--- src/rtl/fmc_i2c_pkg.sv ---
// Shared definitions for the FMC424 I2C controller and its CPLD stand-in target.
package fmc_i2c_pkg;

  typedef enum logic [3:0] {
    IDLE,
    ADDR,
    ADDR_ACK,
    PTR,
    PTR_ACK,
    WDATA,
    WDATA_ACK,
    RDATA,
    RDATA_ACK,
    WAIT_STOP
  } i2c_state_e;

  localparam logic RW_WRITE = 1'b0;
  localparam logic RW_READ  = 1'b1;

  localparam logic [6:0] CPLD_ADDR   = 7'h3E;
  localparam logic [6:0] SI5338B_ADR = 7'h70;
  localparam logic [6:0] QSFP_MOD    = 7'h50;

endpackage

--- src/rtl/i2c_bus_cond.sv ---
// I2C bus conditioning: 2-FF synchroniser, optional 3-sample majority filter
// (I2C_TARGET_GLITCH_FILT_EN), then a current/previous stage that yields
// SCL edge and START/STOP flags. Flags are combinational from the last two
// stages: 3 clocks after a pin change, or 5 clocks with the filter.
module i2c_bus_cond (
  input  logic clk,
  input  logic rst_n,
  input  logic scl_in,
  input  logic sda_in,
  output logic sda,
  output logic scl_rise,
  output logic scl_fall,
  output logic start,
  output logic stop
);

  logic [1:0] scl_sync, sda_sync;
  logic       scl_cond, sda_cond;
  logic       scl_q, scl_p, sda_q, sda_p;

  // Two-flop synchroniser; idle bus level is high so reset to 1.
  always_ff @(posedge clk) begin
    if (!rst_n) begin
      scl_sync <= 2'b11;
      sda_sync <= 2'b11;
    end else begin
      scl_sync <= {scl_sync[0], scl_in};
      sda_sync <= {sda_sync[0], sda_in};
    end
  end

`ifdef I2C_TARGET_GLITCH_FILT_EN
  logic [2:0] scl_win, sda_win;

  function automatic logic maj3(input logic [2:0] v);
    return (v[0] & v[1]) | (v[0] & v[2]) | (v[1] & v[2]);
  endfunction

  // Three-sample window; a level needs two samples to win the vote.
  always_ff @(posedge clk) begin
    if (!rst_n) begin
      scl_win <= 3'b111;
      sda_win <= 3'b111;
    end else begin
      scl_win <= {scl_win[1:0], scl_sync[1]};
      sda_win <= {sda_win[1:0], sda_sync[1]};
    end
  end

  assign scl_cond = maj3(scl_win);
  assign sda_cond = maj3(sda_win);
`else
  assign scl_cond = scl_sync[1];
  assign sda_cond = sda_sync[1];
`endif

  // Current and previous conditioned levels for edge detection.
  always_ff @(posedge clk) begin
    if (!rst_n) begin
      scl_q <= 1'b1;
      scl_p <= 1'b1;
      sda_q <= 1'b1;
      sda_p <= 1'b1;
    end else begin
      scl_q <= scl_cond;
      scl_p <= scl_q;
      sda_q <= sda_cond;
      sda_p <= sda_q;
    end
  end

  assign sda      = sda_q;
  assign scl_rise = scl_q & ~scl_p;
  assign scl_fall = ~scl_q & scl_p;
  assign start    = scl_q & scl_p & sda_p & ~sda_q;
  assign stop     = scl_q & scl_p & ~sda_p & sda_q;

endmodule

--- src/rtl/fmc_i2c_target.sv ---
// I2C target answering the FMC424 controller, backed by a byte register bank
// with an auto-incrementing pointer. Never stretches SCL.
// Optional feature macro: I2C_TARGET_GLITCH_FILT_EN (majority filter in i2c_bus_cond).
// Handshake: none on the register side; wr_pulse is a one-cycle strobe and
// wr_addr/wr_data are valid in that cycle and held until the next commit.
// SDA drive changes take effect HOLD_CYC clocks after the SCL-fall flag
// asserts (HOLD_CYC must be at least 2).
module fmc_i2c_target
  import fmc_i2c_pkg::*;
#(
  parameter logic [6:0] TARGET_ADDR = CPLD_ADDR,
  parameter int         NREGS       = 16,
  parameter int         HOLD_CYC    = 4
) (
  input  logic                     CLK,
  input  logic                     rst_n,
  input  logic                     scl_in,
  input  logic                     sda_in,
  output logic                     scl_t,
  output logic                     scl_out,
  output logic                     sda_t,
  output logic                     sda_out,
  output logic [NREGS*8-1:0]       regs_flat,
  output logic                     wr_pulse,
  output logic [$clog2(NREGS)-1:0] wr_addr,
  output logic [7:0]               wr_data,
  output logic                     busy
);

  localparam int AW = $clog2(NREGS);
  localparam int HW = $clog2(HOLD_CYC);

  i2c_state_e    state, state_nxt;
  logic          sda, scl_rise, scl_fall, start, stop;
  logic [3:0]    bit_cnt;
  logic [6:0]    sh;
  logic [7:0]    rx_byte, rbyte;
  logic [AW-1:0] ptr;
  logic [AW+2:0] ptr_bit;
  logic [HW-1:0] hold_cnt;
  logic          last_bit, drive_low;

  i2c_bus_cond u_bus_cond (
    .clk      (CLK),
    .rst_n    (rst_n),
    .scl_in   (scl_in),
    .sda_in   (sda_in),
    .sda      (sda),
    .scl_rise (scl_rise),
    .scl_fall (scl_fall),
    .start    (start),
    .stop     (stop)
  );

  assign scl_t    = 1'b1;
  assign scl_out  = 1'b0;
  assign sda_out  = 1'b0;
  assign busy     = (state != IDLE);
  assign rx_byte  = {sh, sda};
  assign last_bit = (bit_cnt == 4'd7);
  assign ptr_bit  = {ptr, 3'b000};

  // State register.
  always_ff @(posedge CLK) begin
    if (!rst_n) state <= IDLE;
    else        state <= state_nxt;
  end

  // Next state: bus conditions win over bit events; ACK phases end on the 9th fall.
  always_comb begin
    state_nxt = state;
    if (stop) begin
      state_nxt = IDLE;
    end else if (start) begin
      state_nxt = ADDR;
    end else if (scl_rise) begin
      case (state)
        ADDR:      if (last_bit) state_nxt = (rx_byte[7:1] == TARGET_ADDR) ? ADDR_ACK : WAIT_STOP;
        PTR:       if (last_bit) state_nxt = PTR_ACK;
        WDATA:     if (last_bit) state_nxt = WDATA_ACK;
        RDATA:     if (last_bit) state_nxt = RDATA_ACK;
        RDATA_ACK: if (sda)      state_nxt = WAIT_STOP;
        default:   state_nxt = state;
      endcase
    end else if (scl_fall && bit_cnt == 4'd9) begin
      case (state)
        ADDR_ACK:           state_nxt = (sh[0] == RW_READ) ? RDATA : PTR;
        PTR_ACK, WDATA_ACK: state_nxt = WDATA;
        RDATA_ACK:          state_nxt = RDATA;
        default:            state_nxt = state;
      endcase
    end
  end

  // SDA level wanted for the current bit period once the hold time expires.
  always_comb begin
    drive_low = 1'b0;
    case (state)
      ADDR_ACK, PTR_ACK, WDATA_ACK: drive_low = (bit_cnt == 4'd9);
      RDATA:   drive_low = !bit_cnt[3] && !rbyte[3'd7 - bit_cnt[2:0]];
      default: drive_low = 1'b0;
    endcase
  end

  // Bit counter, shifter, pointer, register bank, write strobe and SDA drive.
  always_ff @(posedge CLK) begin
    if (!rst_n) begin
      bit_cnt   <= '0;
      sh        <= '0;
      rbyte     <= '0;
      ptr       <= '0;
      regs_flat <= '0;
      wr_pulse  <= 1'b0;
      wr_addr   <= '0;
      wr_data   <= '0;
      hold_cnt  <= '0;
      sda_t     <= 1'b1;
    end else begin
      wr_pulse <= 1'b0;
      if (stop || start) begin
        // A partial byte is dropped; pointer and bank stay as they were.
        bit_cnt  <= '0;
        hold_cnt <= '0;
        sda_t    <= 1'b1;
      end else begin
        if (scl_rise) begin
          case (state)
            ADDR, PTR, WDATA: begin
              sh      <= rx_byte[6:0];
              bit_cnt <= bit_cnt + 4'd1;
            end
            RDATA:     bit_cnt <= bit_cnt + 4'd1;
            RDATA_ACK: if (!sda) bit_cnt <= 4'd9;
            default:   ;
          endcase
          if (last_bit) begin
            case (state)
              PTR: ptr <= rx_byte[AW-1:0];
              WDATA: begin
                regs_flat[ptr_bit +: 8] <= rx_byte;
                wr_pulse <= 1'b1;
                wr_addr  <= ptr;
                wr_data  <= rx_byte;
                ptr      <= ptr + 1'b1;
              end
              RDATA:   ptr <= ptr + 1'b1;
              default: ;
            endcase
          end
        end
        if (scl_fall) begin
          hold_cnt <= HW'(HOLD_CYC - 1);
          if (state_nxt != state)
            bit_cnt <= '0;
          else if (bit_cnt == 4'd8 && state inside {ADDR_ACK, PTR_ACK, WDATA_ACK})
            bit_cnt <= 4'd9;
          if (state_nxt == RDATA)
            rbyte <= regs_flat[ptr_bit +: 8];
        end else if (hold_cnt != '0) begin
          hold_cnt <= hold_cnt - 1'b1;
          if (hold_cnt == HW'(1))
            sda_t <= ~drive_low;
        end
      end
    end
  end

endmodule

--- config.mk ---
export PLATFORM = sky130hd
export DESIGN_NAME = fmc_i2c_target
export DESIGN_NICKNAME = d
export VERILOG_FILES = /design/src/rtl/fmc_i2c_pkg.sv /design/src/rtl/i2c_bus_cond.sv /design/src/rtl/fmc_i2c_target.sv
export SDC_FILE = /design/constraint.sdc
export NUM_CORES = 1
export LEC_CHECK = 0
export ABC_AREA = 1
export BUFFER_PORTS_ARGS = -buffer_cell sky130_fd_sc_hd__buf_2
export CORE_ASPECT_RATIO = 0.7
export CORE_UTILIZATION = 50
export DETAILED_ROUTE_END_ITERATION = 10
export PLACE_DENSITY = 0.73
export SETUP_SLACK_MARGIN = 0.4
export SLEW_MARGIN = 20
export SYNTH_ARGS = -nofsm -noshare
export SYNTH_HDL_FRONTEND = slang
export SYNTH_HIERARCHICAL = 1
export SYNTH_SLANG_ARGS = --single-unit
export TNS_END_PERCENT = 50
--- constraint.sdc ---
create_clock -name CLK -period 2.9 [get_ports CLK]
set_input_delay 0.145 -clock CLK [delete_from_list [all_inputs] [get_ports CLK]]
set_output_delay 0.145 -clock CLK [all_outputs]
set_load 0.02 [all_outputs]
After elaboration in Yosys (flattened, before gate mapping) --
Cells that the tools add are included.
Word-level totals: input port bits 4, word-level logic and storage cells 108, bits in registers 179
Operators by class: eq/ne operators 15, muxes and demuxes 27, shift-type cells 3, magnitude comparators 1, reduce and logical (&&, ||, !) cells 23, bitwise operators 17, $add $sub $neg 5
Operators by type and width (count):
- $bwmux 128 | 1
- $shift 8x9->128 const A | 1
- $shiftx 128x8->8 | 1
- $shiftx 8x9->128 | 1
- $mux 4 | 15
- $eq 4x3->1 const B | 6
- $pmux 4 s5 | 1
- $pmux 4 s2 | 2
- $eq 4x4->1 const B | 3
- $pmux 4 s3 | 1
- $not 1->1 | 10
- $neg 7->9 | 1
- $reduce_and 3->1 | 3
- $add 4x1->4 const B | 2
- $eq 4x2->1 const B | 2
- $reduce_and 4->1 | 2
- $reduce_or 4->1 | 2
- $and 1x1->1 | 7
- $eq 7x6->1 const B | 1
- $reduce_bool 2->1 | 3
- $reduce_or 2->1 | 3
- $reduce_or 3->1 | 2
- $eq 4x1->1 const B | 1
- $lt 3x4->1 const B | 1
- 14 further kinds | 19

Longest topological paths before layout --
Gate-level depths: netlist of run 1.
depth after elaboration 10, gate-level depth with buffers 17

Cells and area by module --
Netlist of run 1, hierarchy kept.
By module, submodules not included:
- fmc_i2c_target | area an instance 8071.5 sq um, instances 1, seq. area each 3423.3 sq um, cells an instance 1098
- i2c_bus_cond | area an instance 259.0 sq um, instances 1, seq. area each 160.2 sq um, cells an instance 34

Least setup slack after synthesis of run 1 --
OpenSTA, ideal clock, no wires.
path kind register to register, from register ptr[0], to register regs_flat[0], cell stages (with the launch flop) 10, arrival time 2554 ps, setup slack 213 ps, clock period less this slack 2687 ps, library setup time 132 ps, path through dfxtp_1 > inv_2 > clkbuf_1 > clkbuf_1 > ha_1 > clkbuf_1 > nor3_1 > nand2_1 > nand2_1 > a21oi_1
Between the ends: longest elaborated chain between the ends 3, elaborated cells on any way between the ends 4, those cells by class add/sub (1); shift (2); mux (1)
RTL lines:
- start: declaration | line fmc_i2c_target.sv:38 | logic [AW-1:0] ptr;
- start signal: assignment | line fmc_i2c_target.sv:138 | PTR: ptr <= rx_byte[AW-1:0];
- start signal: assignment | line fmc_i2c_target.sv:144 | ptr <= ptr + 1'b1;
- start signal: assignment | line fmc_i2c_target.sv:146 | RDATA: ptr <= ptr + 1'b1;
- $neg 7->9 (*) | line fmc_i2c_target.sv:140 | regs_flat[ptr_bit +: 8] <= rx_byte;
- $shiftx 8x9->128 / $shift 8x9->128 (equally long branches) | line fmc_i2c_target.sv:140
- $bwmux 128 (*) | line fmc_i2c_target.sv:140
- end signal: indexed assignment | line fmc_i2c_target.sv:140
- end: declaration | line fmc_i2c_target.sv:23 | output logic [NREGS*8-1:0] regs_flat,
Every way passes the cells marked *; elsewhere a longest branch is shown, timed or not. A chain may end at the register's enable or synchronous reset.

Worst setup path after layout of run 1 --
from register state[0], to register regs_flat[100]
Between the ends: longest elaborated chain between the ends 2
RTL lines:
- start: declaration | line fmc_i2c_target.sv:33 | i2c_state_e state, state_nxt;
- start signal: assignment | line fmc_i2c_target.sv:66 | else state <= state_nxt;
- $eq 4x3->1 | line fmc_i2c_target.sv:137 | case (state)
- $reduce_and 4->1 (no source line)
No other way between the ends.

==> out/results.ini, run 1 <==
[status]
status=finished clean

[global_routing]
grt_pass1_wl_um=42600
grt_usage=0.335
antenna_found_initial=0
grt_max_degree=138
first_global_vias=7394
grt_overflow_total=0

[clock_tree]
clockBufferDepth=2
cts_tree=built
clkSinkCount=179
cts_inserted_buffers=17
htreeDepth=4
clk_pin_slew_worst_paths_ns=0.07
cts_root_buf=clkbuf_16
clock_latency_ns=0.44

[synthesis]
async_reset_ff_frac=0
synth.distinct_cells=43
synth-seq-cells=179
synth_ff_type=dfxtp_1
synthCells=1132
netlist_area_sq_um=8330
ys_seq_area_frac=0.430
yosys_warnings=6
syn_area_per_cell_sq_um=7.36
synth-edff-count=0

[detailed_routing]
drt_pass1_iterations=6
wl_per_cell_um=19.1
antenna_left=0
route.detailed.drc=0
wirelength_um=28800
vias=8792
drt_iter0_drc=1186
viasPerCell=5.84

[power_and_ir_drop]
p_switching_mw=1.14
switching_share=0.230
ir_worst_vdd_mv=0.288
power.sequential.fraction=0.502
comb_power_share=0.038
p_clk_frac=0.460
power_leakage_nw=4.31
internal_power_mw=3.82
total_power_mw=4.97
power.density_nw_per_um2=495

[finish]
drive_gt1_frac=0.212
syn_to_final_growth_pct=20.5
fin_nets=1280
layout_common_cells=o21ai_0, a21oi_1, dfxtp_1, buf_2, nor2_1
diodes=0
final_common_cell=o21ai_0

[sta]
tns_ns=0
fmax_mhz=418
relSlewSlack=0.494
period_minus_slack_ns=2.39
finalMaxSlewViolations=0
holdWs_ns=0.191
fin_crit_sh=0.824
hold_violations=0
setup_violations=0
tightest_slew_ns=0.754
rsz0062_at_grt=yes
fin_worst_skew_ns=0.00781

[worst_setup_path]
r2r_cells=11
r2r_setup_slack_ns=0.51
crit_required_ns=3.27
cp_slowest_stage_delay_ns=0.53
r2r-end=regs_flat[100]
crit_top_cell=nor2_4
crit_slowest_cell=dfxtp_1
arrival_ns=2.76
crit_path_end_kind=flip-flop
worstPathMaxFanout=10
r2r-start=state[0]
worstPathCellList=inv_2, nor2_4, nand2_4, nor2_4, nand3_4, a31oi_4, nand2_2, nor2_4, buf_2, o21ai_0, a21oi_1
start_kind=flip-flop
criticalPathCategory=reg2reg

[die]
die_w_um=156
die_area_sq_um=17200
start_util=0.511
io-pin-count=150
dieHeight_um=110
rows=39
core_sq_um=16300

[place]
dp_hpwl_um=20100
place.gp.congestion=0.948
port-buffer-count=146

[run]
drv_cap=0

[min_path]
hp-class=in2reg
hold_depth=3
hold_end=u_bus_cond/sda_sync[0]
hold_path_startpoint=rst_n

## cells by family after synthesis
logic type / count (synthesis) / share of synthesized area
xor gates and xnor gates: 2 / 0.00210
other: 2 / 0.000902
and+or+nand+nor: 353 / 0.196
DFF: 179 / 0.430
buffers and inverters: 145 / 0.0748
adders and majority gates: 9 / 0.0135
AOI/OAI and AO/OA: 442 / 0.282
## cells in the mapped netlist, types with 8 or more instances
cell type	n	area (sq um)
inv_1	51	191
a21oi_1	176	881
buf_4	16	120
clkinv_1	10	37.5
ha_1	9	113
o211ai_1	10	75.1
nor2_1	131	492
o21ai_0	201	1010
o22ai_1	33	206
inv_2	8	30.0
nand2_1	127	477
nand4_1	8	50.1
a211oi_1	11	82.6
dfxtp_1	179	3580
nand3_1	38	190
buf_2	9	45.0
nor3_1	17	85.1
clkbuf_1	50	188
nor2_4	11	124
## cell type report
class	instances	area, sq um
fillers	1521	6260
multi-input cells	809	4150
flip-flops and latches	179	3590
repair buffers	191	1170
clock buffers	23	488
well taps	225	282
inverters	69	264
clock inverters	9	93.8
## power groups by stage
stage	clock network (mW)	logic, mW	registers [mW]
2_1_floorplan	0	0.140	2.55
3_3_place_gp	0	0.179	2.55
3_5_place_dp	0	0.180	2.55
4_1_cts	2.30	0.185	2.49
5_1_grt	2.41	0.225	2.50
6_report	2.28	0.190	2.49
## registers in the layout, indices dropped and copies added, names as in the netlist
name,flops
hold_cnt,2
sda_t,1
state,4
u_bus_cond/sda_p,1
wr_addr,4
rbyte,8
u_bus_cond/scl_q,1
regs_flat,128
ptr,4
sh,7
wr_pulse,1
u_bus_cond/sda_sync,2
wr_data,8
u_bus_cond/scl_p,1
u_bus_cond/scl_sync,2
bit_cnt,4
u_bus_cond/sda,1
## layer usage
metal	global-route usage	part of all wire	vias to the layer above
met2	0.425	0.38	534
met5	0	0	-
met4	0.0952	0.018	0
met1	0.502	0.46	4060
li1	-	-	4159
met3	0.138	0.14	39
## worst max path at each step
stage / from / endpoint / slack, ns
after detailed placement: u_bus_cond/sda / regs_flat[77] / 0.21
after global routing: u_bus_cond/sda / regs_flat[100] / 0.32
final: state[0] / regs_flat[100] / 0.51
after CTS: u_bus_cond/sda / regs_flat[45] / 0.41
after global placement: u_bus_cond/sda / regs_flat[75] / 0.31
after floorplan: ptr[1] / regs_flat[54] / 0.41
## repair_timing
item	4_1_cts	5_1_grt
gates cloned	0	0
gates resized for setup	4	10
pin swaps	3	7
endpoints found under the setup margin	88	133
endpoints found under the hold margin	2	0
hold buffers	2	0
buffers inserted	5	14
## critical path: cells and delay by family, from the launching register on
family / cells / cell delay, ns
simple gates: 6 / 1.02
flops: 1 / 0.53
compound gates: 3 / 0.43
buf+inv: 2 / 0.34
## stage by stage
| step | instance area [sq um] | instances | utilization | setup WS (ns) |
|---|---|---|---|---|
| floorplan | 8340 | 1133 | - | 0.407 |
| global placement | 9180 | 1452 | 0.563 | 0.305 |
| detailed placement | 9180 | 1452 | 0.563 | 0.208 |
| CTS | 9860 | 1491 | 0.605 | 0.405 |
| global route | 10000 | 1505 | 0.616 | 0.320 |
| finish | 10000 | 1505 | 0.616 | 0.510 |
Power figures use the tool's default switching activity.
==> inputs of run 2 (changes only) <==
Clock period 2.9 ns to 2.45 ns, I/O delays scaled along.
==> run 2 against run 1 <==
Against the previous run:
- total power is 20% higher
- via count rose by 5.0%
- core utilization rose by 4.8 points
- global-route usage is 0.60 points higher
- setup slack got worse by 0.20 ns
- die area stayed put
- clock skew rose by 0.0032 ns
- combinational power increased by 32%
- critical path type unchanged
- critical endpoint is now regs_flat[43]
==> out/results.ini, run 2 (synthesized netlist as in run 1, its figures left out) <==
[status]
status=finished clean

[worst_setup_path]
crit_path_end_kind=flip-flop
cp.depth=11  ; unchanged
r2r_cells=11  ; unchanged
crit_required_ns=2.81  ; -0.46 ns
crit_top_cell=o21ai_0
arrival_ns=2.49  ; -0.27 ns
worstPathMaxFanout=16  ; +6
critPathBufInv=3  ; +1
criticalPathCategory=reg2reg
worstPathCellList=inv_4, ha_4, or2_4, nand2_4, o21ai_0, inv_1, nand3_2, nor2_2, buf_6, o21ai_0, a21oi_1
start_kind=flip-flop
crit_slowest_cell=dfxtp_4
cpLargestDelayFamily=simple AND/OR/NAND/NOR gates
cp_slowest_stage_delay_ns=0.39  ; -0.14 ns

[die]
die_w_um=156  ; unchanged
dieHeight_um=110  ; unchanged
die_area_sq_um=17200  ; unchanged
io-pin-count=150  ; unchanged
start_util=0.511  ; unchanged
core_sq_um=16300  ; unchanged
rows=39  ; unchanged

[clock_tree]
cts_root_buf=clkbuf_16
clkSinkCount=179  ; unchanged
clk_pin_slew_worst_paths_ns=0.07  ; about the same
cts_tree=built
htreeDepth=4  ; unchanged
clockBufferDepth=2  ; unchanged
clock_latency_ns=0.44  ; about the same
cts_inserted_buffers=17  ; unchanged

[min_path]
hold_depth=2  ; -1
hp-class=in2reg

[power_and_ir_drop]
internal_power_mw=4.54  ; +19%
ir_worst_vdd_mv=0.429  ; +49%
power_leakage_nw=4.60  ; +6.6%
power.sequential.fraction=0.493  ; -0.009
comb_power_share=0.042  ; +0.004
p_clk_frac=0.465  ; +0.005
switching_share=0.239  ; +0.00891
p_switching_mw=1.43  ; +25%
power.density_nw_per_um2=552  ; +12%

[sta]
finalMaxSlewViolations=0  ; unchanged
fin_crit_sh=0.872  ; +0.0477
setup_violations=0  ; unchanged
relSlewSlack=0.452  ; -0.0419
period_minus_slack_ns=2.14  ; -0.254 ns
hold_violations=0  ; unchanged
setup_ws_ns=0.314  ; -0.196 ns
tns_ns=0  ; unchanged
tightest_slew_ns=0.816  ; +0.0624 ns
holdWs_ns=0.0663  ; -0.124 ns
rsz0062_at_grt=yes
fmax_mhz=468  ; +12%
fin_worst_skew_ns=0.0110  ; +0.00321 ns

[place]
place.gp.congestion=0.982  ; +3.6%
dp_hpwl_um=20900  ; +3.6%
dp_slack_ns=0.225  ; +0.0170 ns
port-buffer-count=146  ; unchanged

[run]
drv_cap=0  ; unchanged

[detailed_routing]
vias=9233  ; +5.0%
antenna_left=0  ; unchanged
wl_per_cell_um=20.2  ; +5.7%
route.detailed.drc=0  ; unchanged
wirelength_um=31200  ; +8.6%
drt_pass1_iterations=6  ; unchanged
viasPerCell=5.98  ; +2.3%
drt_iter0_drc=1282  ; +8.1%

[finish]
drive_gt1_frac=0.291  ; +0.0792
diodes=0  ; unchanged
syn_to_final_growth_pct=29.9
largest_reg_flops=128  ; unchanged
reg.largest.list=regs_flat x128, rbyte x8, wr_data x8
num-fill-cells=1439  ; -5.4%
final_common_cell=o21ai_0
layout_common_cells=o21ai_0, a21oi_1, dfxtp_1, buf_2, nor2_1
fin_nets=1320  ; +3.1%
top_register=regs_flat

[global_routing]
grt_pass1_wl_um=43600  ; +2.1%
antenna_found_initial=0  ; unchanged
grt_max_degree=101  ; -27%
grt_overflow_total=0  ; unchanged
grt_usage=0.341  ; +0.00596
first_global_vias=7577  ; +2.5%

## run 2: cell count changes in the layout (fill, tap and decap cells not counted), moves of 9 or more
cell     change
buf_4       +30
nand2_1     -15
nor2_1      -12
o21ai_0     -18
o21ai_1      +9
o21ai_2      +9
## run 2: power by group through the flow
stage               clock [mW]  combinational, mW  sequential, mW
floorplan                    0              0.167            3.02
CTS                       2.79              0.225            2.95
global placement             0              0.217            3.02
detailed placement           0              0.219            3.02
global route              2.93              0.279            2.95
finish                    2.77              0.251            2.95
## run 2: final timing paths
| kind | from | slack [ns] | to |
|---|---|---|---|
| worst max-delay path | ptr[0] | 0.31 | regs_flat[43] |
| worst min-delay path | rst_n | 0.07 | u_bus_cond/scl_sync[0] |
| worst max register to register | ptr[0] | 0.31 | regs_flat[43] |
| worst min register to register | u_bus_cond/sda_sync[1] | 0.40 | u_bus_cond/sda |
## run 2: final cells by class
class                      instances  area (sq um)  share of cell area
clock inverter                    12           145              0.0134
timing repair buffer             230          1570               0.145
multi-input combinational        810          4480               0.414
tap                              225           282              0.0260
sequential                       179          3610               0.334
clock buffer                      20           437              0.0404
inverter                          69           287              0.0265
## run 2: through the flow
stage                      util  instance area [sq um]  instances  total power [mW]
after CTS                 0.626                  10200       1515              5.96
after global placement    0.576                   9390       1470              3.23
after floorplan               -                   8480       1133              3.18
after detailed placement  0.576                   9390       1470              3.24
final                     0.664                  10800       1545              5.97
after global routing      0.664                  10800       1545              6.15
## run 2: layer usage
layer	part of all wire	up-vias	wire, um	GRT usage
met3	0.15	55	4540	0.0973
met2	0.39	688	12100	0.447
met5	0	-	0	0
li1	-	4268	-	-
met4	0.016	0	515	0.0833
met1	0.45	4222	14000	0.532
## run 2: what timing repair did
action                                  CTS  global route
endpoints found under the setup margin  121           155
endpoints found under the hold margin     2             0
setup buffers                            11            24
hold buffers                              2             0
gates resized for setup                  30            94
cloned                                    0             6
pin swaps                                 9            37
